<file path="src/rtl/sma_dual_window.sv">
// Dual-window running-sum moving averages over a ring buffer of recent prices.
// Short and long SMAs, plus the aligned sample, are registered one cycle after each accepted price.
module sma_dual_window #(
  parameter int data_width = 16,
  parameter int short_log2 = 2,
  parameter int long_log2  = 4
) (
  input  logic                  clk,
  input  logic                  rst,
  input  logic                  clear,
  input  logic                  price_valid,
  input  logic [data_width-1:0] price,
  output logic [data_width-1:0] short_sma,
  output logic [data_width-1:0] long_sma,
  output logic [data_width-1:0] current_data,
  output logic                  data_valid_pre,
  output logic                  warm
);

  localparam int nl = 1 << long_log2;
  localparam int sw = data_width + short_log2;
  localparam int lw = data_width + long_log2;
  localparam logic [long_log2:0]   cnt_full = (long_log2 + 1)'(nl);
  localparam logic [long_log2-1:0] ns_off   = long_log2'(1 << short_log2);

  logic [data_width-1:0] mem [nl];
  logic [long_log2-1:0]  wptr;
  logic [long_log2-1:0]  short_idx;
  logic [long_log2:0]    cnt;
  logic [long_log2:0]    cnt_next;
  logic [sw-1:0]         short_sum;
  logic [sw-1:0]         short_next;
  logic [lw-1:0]         long_sum;
  logic [lw-1:0]         long_next;
  logic [data_width-1:0] short_out;
  logic [data_width-1:0] long_out;
  logic                  accept;

  // Samples leaving each window; entries not yet written since a flush read as zero.
  always_comb begin
    accept     = price_valid && !clear && !rst;
    short_idx  = wptr - ns_off;
    long_out   = (cnt == cnt_full) ? mem[wptr] : '0;
    short_out  = (|cnt[long_log2:short_log2]) ? mem[short_idx] : '0;
    short_next = short_sum + sw'(price) - sw'(short_out);
    long_next  = long_sum + lw'(price) - lw'(long_out);
    cnt_next   = (cnt == cnt_full) ? cnt : cnt + (long_log2 + 1)'(1);
  end

  always_ff @(posedge clk) begin
    if (accept) mem[wptr] <= price;
  end

  always_ff @(posedge clk) begin
    if (rst || clear) begin
      wptr           <= '0;
      cnt            <= '0;
      short_sum      <= '0;
      long_sum       <= '0;
      short_sma      <= '0;
      long_sma       <= '0;
      current_data   <= '0;
      data_valid_pre <= 1'b0;
      warm           <= 1'b0;
    end else begin
      data_valid_pre <= 1'b0;
      if (price_valid) begin
        wptr           <= wptr + long_log2'(1);
        cnt            <= cnt_next;
        short_sum      <= short_next;
        long_sum       <= long_next;
        // Outputs come from the post-update sums so they include this sample.
        short_sma      <= short_next[sw-1:short_log2];
        long_sma       <= long_next[lw-1:long_log2];
        current_data   <= price;
        data_valid_pre <= (cnt_next == cnt_full);
        warm           <= (cnt_next == cnt_full);
      end
    end
  end

endmodule

</file>
<file path="config.mk">
export PLATFORM = sky130hd
export DESIGN_NAME = sma_dual_window
export DESIGN_NICKNAME = d
export VERILOG_FILES = /design/src/rtl/sma_dual_window.sv
export SDC_FILE = /design/constraint.sdc
export NUM_CORES = 1
export LEC_CHECK = 0
export BUFFER_PORTS_ARGS = -buffer_cell sky130_fd_sc_hd__buf_4
export CORE_ASPECT_RATIO = 0.75
export CORE_MARGIN = 4
export CORE_UTILIZATION = 60
export CTS_CLUSTER_DIAMETER = 80
export CTS_CLUSTER_SIZE = 25
export DETAILED_ROUTE_END_ITERATION = 7
export PLACE_DENSITY = 0.78
export SLEW_MARGIN = 10
export SYNTH_ARGS = -nofsm -noshare
export SYNTH_HDL_FRONTEND = slang
export SYNTH_SLANG_ARGS = --single-unit
</file>
<file path="constraint.sdc">
create_clock -name clk -period 5.86 [get_ports clk]
set_input_delay 1.172 -clock clk [delete_from_list [all_inputs] [get_ports clk]]
set_output_delay 1.172 -clock clk [all_outputs]
set_load 0.05 [all_outputs]
</file>
Word level (Yosys, flattened, before mapping)
Memories as Yosys holds them, arrays and structs flattened. A register that Yosys moved wholly into a read port is not among the register bits.
Index checks and enable logic that the tools add are counted.
W data, S select, Z words.
{"block": "totals", "mem_bits_rw": 256, "memories": 1, "ff_bits": 97, "wordCells": 34, "inputBits": 20, "output_inout_bits": 50}
{"block": "classes", "eq_ne": 2, "reduce_logical": 7, "n_bitwise": 1, "mux": 7, "add_sub_neg": 7}
{"memory": "mem", "depth": 16, "word_bits": 16, "read_ports": 2, "rd_ports_with_merged_regs": 1, "write_ports": 1, "line_no": "26", "text": "logic [data_width-1:0] mem [nl];"}
{"cell": "$mux W16", "count": 2}
{"cell": "$add A20 B16 Y20", "count": 1}
{"cell": "$sub A20 B16 Y20", "count": 1}
{"cell": "$add A18 B16 Y18", "count": 1}
{"cell": "$sub A18 B16 Y18", "count": 1}
{"cell": "$eq A5 B5 Y1 const B", "count": 2}
{"cell": "$mux W4", "count": 2}
{"cell": "$add A5 B1 Y5 const B", "count": 1}
{"cell": "$mux W5", "count": 1}
{"cell": "$add A4 B1 Y4 const B", "count": 1}
{"cell": "$sub A4 B3 Y4 const B", "count": 1}
{"cell": "$reduce_or A3 Y1", "count": 1}
{"cell": "$logic_and A1 B1 Y1", "count": 2}
{"cell": "$logic_not A1 Y1", "count": 2}
{"cell": "$mux W1", "count": 2}
{"cell": "$reduce_or A2 Y1", "count": 1}
{"cell": "$logic_or A1 B1 Y1", "count": 1}
{"cell": "$not A1 Y1", "count": 1}

Longest topological paths before layout
{"block": "depth", "word_depth": 5, "depth_mapped": 19, "mapped_depth_nobuf": 15}

Least setup slack after synthesis
Ideal clock, no wire load.
{"block": "synth_path", "path_kind": "reg-to-reg", "startpoint": "register wptr[2]", "endpoint": "register short_sma[15]", "t_arrival_ns": 4.569, "period_less_slack_ns": 4.701, "setup_slack_ns": 1.159, "setup_time_ns": 0.132, "n_path_buf": 4, "stages_incl_launch_ff": 19, "required_ns": 5.728, "path_cell_list": "dfxtp_1 -> clkbuf_1 -> buf_2 -> inv_1 -> ha_1 -> buf_1 -> clkbuf_1 -> mux4_2 -> nor2b_1 -> fa_1 -> inv_1 -> ha_1 -> a21oi_1 -> o21ai_0 -> a211oi_1 -> a31oi_1 -> xnor2_1 -> and3_1 -> nor3_1"}
{"block": "synth_between", "elab_chain_len": 4}
{"element": "start, declared", "line_no": "27", "text": "logic [long_log2-1:0] wptr;"}
{"element": "start signal, assigned", "line_no": "68", "text": "wptr <= wptr + long_log2'(1);"}
{"element": "$sub A4 B3 Y4", "line_no": "42", "text": "short_idx = wptr - ns_off;"}
{"element": "$mem_v2 Z16 W16"}
{"element": "$mux W16", "line_no": "44", "text": "short_out = (|cnt[long_log2:short_log2]) ? mem[short_idx] : '0;"}
{"element": "$sub A18 B16 Y18", "line_no": "45", "text": "short_next = short_sum + sw'(price) - sw'(short_out);"}
{"element": "end signal, assigned", "line_no": "73", "text": "short_sma <= short_next[sw-1:short_log2];"}
{"element": "end, declared", "line_no": "13", "text": "output logic [data_width-1:0] short_sma,"}
Every way passes these cells.
A chain may end at the register's enable or synchronous reset.

Final worst setup path
{"block": "layout_path", "startpoint": "register wptr[1]", "endpoint": "register short_sma[15]"}
The elaborated chain is that of the path after synthesis.

==> out/qor.log <==
qor: die.dieArea 31,700 um2
qor: power_and_ir_drop.vdd_drop_max 0.000175 V
qor: synth.post_synth_xor_area_fraction 1.82%
qor: timing.finalCriticalPeriod 5190 ps
qor: synth.mappedNetlistNets 1,271
qor: setup_path.kind_of_launch_point_of_the_worst_setup_path register
qor: synth.synth.distinct_cells 59
qor: global_route.grt_first_pass_wirelength 64.4 mm
qor: timing.relative_slew_slack 16.9%
qor: finish.drive_above_1_share 24.3%
qor: synth.synth_area_per_cell 14.8 um2
qor: hold_path.worst_hold_path_type reg2reg
qor: synth.yosys.cell_count.top_type edfxtp_1
qor: synth.yosysSeqAreaShare 52.3%
qor: synth.synth_enable_flop_cells 256
qor: cts.clock-sinks 325
qor: timing.timing.final.setup_violations 0
qor: power_and_ir_drop.swShare 27.6%
qor: synth.number_of_cells_produced_by_synthesis 1,171
qor: synth.netlist_top_cells_area edfxtp_1, mux4_2, dfxtp_1
qor: die.die_w 204 um
qor: setup_path.worstPathMaxFanout 25
qor: timing.setup_skew 42.9 ps
qor: synth.synth-warning-count 0
qor: cts.cts-buffers-inserted 17
qor: detailed_routing.drt.antenna.violating_nets 0
qor: setup_path.critPathCaptureType register
qor: setup_path.worst-endpoint-arrival 5590 ps
qor: run.cap_viol_max_count 0
qor: timing.hold-worst-slack 474 ps
qor: detailed_routing.drt_pre_antenna_iters 5
qor: finish.finish.instance_area 18,600 um2
qor: placed_design.dp_hpwl 28.0 mm
qor: timing.timing.final.max_slew_violations 0
qor: detailed_routing.drtIter0Drc 1,213
qor: power_and_ir_drop.power-per-cell-area 255 nW/um2
qor: synth.netlist.top_cell.by_area edfxtp_1
qor: die.core_area 28,200 um2
qor: power_and_ir_drop.power.share.combinational 18.9%
qor: synth.synth-compound-area-share 4.74%
qor: setup_path.critical_path_required 6260 ps
qor: finish.final_util 65.8%
qor: placed_design.postPlaceCellArea 18,100 um2
qor: finish.fillCellCount 1,950
qor: global_route.grt_start_max_net_pins 61
qor: power_and_ir_drop.p_clk_share 27.4%
qor: power_and_ir_drop.seqPwrFrac 53.7%
qor: global_route.globalRouteTotalUtil 27.0%
qor: global_route.grt_pass1_vias 10,387
qor: synth.async_flop_share 0%
qor: cts.ctsHoldBuffers 0
qor: power_and_ir_drop.switchingPower 1.31 mW
qor: detailed_routing.routed_wirelength 42.4 mm
qor: cts.postCtsResizedCells 0
qor: cts.htree_num_levels 1
qor: timing.max_slew.worst_pin.slew 1250 ps
qor: global_route.overflow 0
qor: cts.cts_tree built
qor: detailed_routing.viasPerCell 6.53
qor: synth.yosys.area.top_type_share 44.3%
qor: finish.multiInputGateArea 7260 um2
qor: setup_path.critical_path_class reg2reg
qor: placed_design.placedCellCount 1,559
qor: power_and_ir_drop.p_leak 6.53 nW
qor: detailed_routing.post_drt_wl_per_cell 26.7 um
qor: die.die_height 155 um
qor: power_and_ir_drop.internal_power 3.44 mW
qor: timing.portion_of_the_clock_cycle_consumed_by_the_worst_path_in_the_final_layout 88.5%
qor: die.core.rowCount 53
qor: cts.clock_insertion_delay_worst_skew 530 ps
qor: cts.root_buffer clkbuf_16
qor: timing.grt_setup_unrepaired no
qor: finish.regArea 9080 um2
qor: power_and_ir_drop.report.power.total 4.75 mW
qor: cts.clock_tree.buffer_depth 3
qor: cts.path_clk_slew 110 ps
qor: finish.fin_nets 1,293
qor: synth.synth_adder_area_share 7.16%
qor: finish.areaGrowthSynthToFinish 7.18%
qor: timing.number_of_hold_violations_in_the_final_report 0
qor: hold_path.timing.hold.worst_path_depth 1
qor: detailed_routing.remaining_drc_errors 0
qor: synth.synth-seq-cells 325
qor: synth.main_combinational_cell_family_by_area_after_synthesis multiplexers
qor: placed_design.routabilityCongestion 0.905
qor: synth.synth.cell_area 17,300 um2
qor: die.io_pins 70
qor: setup_path.worstRegToRegCells 15
qor: timing.final_worst_setup_slack 671 ps
qor: cts.post_cts_setup_bufs 0
qor: timing.fmax 0.193 GHz
qor: synth.synth.area.mux_share 22.7%
qor: die.initial_utilization 61.4%
qor: placed_design.detailedPlace.worstSlack 842 ps
qor: synth.ys_flop_type edfxtp_1
qor: synth.synth.cells.most_frequent edfxtp_1, mux4_2, inv_1
qor: placed_design.port_buffers 69
qor: global_route.number_of_antenna_violations_at_the_first_check_in_global_routing 0
qor: detailed_routing.vias 10,379
qor: status.run_status completed
qor: timing.fin_tns_setup 0 ps
qor: synth.synthSimpleGateAreaFrac 5.41%
qor: finish.layoutNonFillerInstCount 1,590
-- routing by layer --
| layer | part of all wire [%] | wire length (um) | vias to the layer above | global-route usage [%] |
|---|---|---|---|---|
| li1 | - | - | 4439 | - |
| met5 | 0 | 0 | - | 0 |
| met2 | 47 | 20100 | 593 | 43.4 |
| met4 | 2.8 | 1180 | 0 | 6.15 |
| met3 | 9.7 | 4130 | 77 | 5.50 |
| met1 | 40 | 17000 | 5270 | 39.2 |
-- sequential cells by signal, indices dropped and copies added (netlist names), named ones only --
signal,count
mem,256
current_data,16
long_sma,16
short_sma,16
cnt,5
long_sum,4
wptr,4
short_sum,2
data_valid_pre,1
warm,1
-- cells by family after synthesis --
| group | count (synthesis) |
|---|---|
| flops | 325 |
| buf+inv | 227 |
| mux | 193 |
| simple gates | 191 |
| compound gates | 119 |
| fa+ha+maj | 80 |
| xor+xnor | 36 |
-- worst max-delay path, stage by stage (launching register included) --
cell and delay (ps):
dfxtp_2 820, buf_4 450, buf_4 400, mux4_2 380
mux4_2 540, nor2b_1 190, fa_1 480, inv_1 40
ha_1 380, nand2_1 110, nor2_1 240, o2111ai_1 310
a31oi_1 290, xnor2_1 160, and3_1 180, nor3_1 50
-- cell type report --
cell class / instances / area share, %
clock inverter: 3 / 0.229
clock buffer: 27 / 2.49
antenna: 1 / 0.0135
tap: 385 / 2.59
timing repair buffer: 100 / 4.17
inverter: 130 / 2.63
sequential: 325 / 48.8
multi-input combinational: 619 / 39.0
-- power by group through the flow --
stage          clock [mW]  combinational (mW)  sequential (mW)
6_report             1.30               0.898             2.55
5_1_grt              1.41               0.978             2.56
4_1_cts              1.31               0.885             2.55
3_5_place_dp            0               0.878             2.60
3_3_place_gp            0               0.865             2.60
2_1_floorplan           0               0.690             2.60
-- worst paths after layout --
path                            startpoint             to  slack, ps
worst max-delay path               wptr[1]  short_sma[15]        670
worst min-delay path                  warm           warm        470
worst max register to register     wptr[1]  short_sma[15]        670
worst min register to register        warm           warm        470
-- layout by cell type (no fill, tap or decap), types with 3 or more instances in the layout --
cell | synthesis | routed
a211oi_1 | 9 | 9
a21o_1 | 20 | 20
a21oi_1 | 28 | 28
a31oi_1 | 4 | 4
and3_1 | 20 | 20
buf_4 | 32 | 98
clkbuf_1 | 29 | 10
clkbuf_16 | 0 | 17
dfxtp_1 | 69 | 65
edfxtp_1 | 256 | 256
fa_1 | 32 | 32
ha_1 | 48 | 48
inv_1 | 130 | 130
mux2i_1 | 33 | 33
mux4_2 | 160 | 160
nand2_1 | 36 | 36
nand3_1 | 12 | 12
nand4_1 | 11 | 11
nor2_1 | 61 | 61
nor2b_1 | 33 | 33
nor3_1 | 8 | 7
o21a_1 | 5 | 5
o21ai_0 | 16 | 16
o21ai_1 | 6 | 6
o31ai_1 | 3 | 3
xnor2_1 | 26 | 26
xor2_1 | 10 | 10
Note: power is estimated with default switching activity, not from simulation.
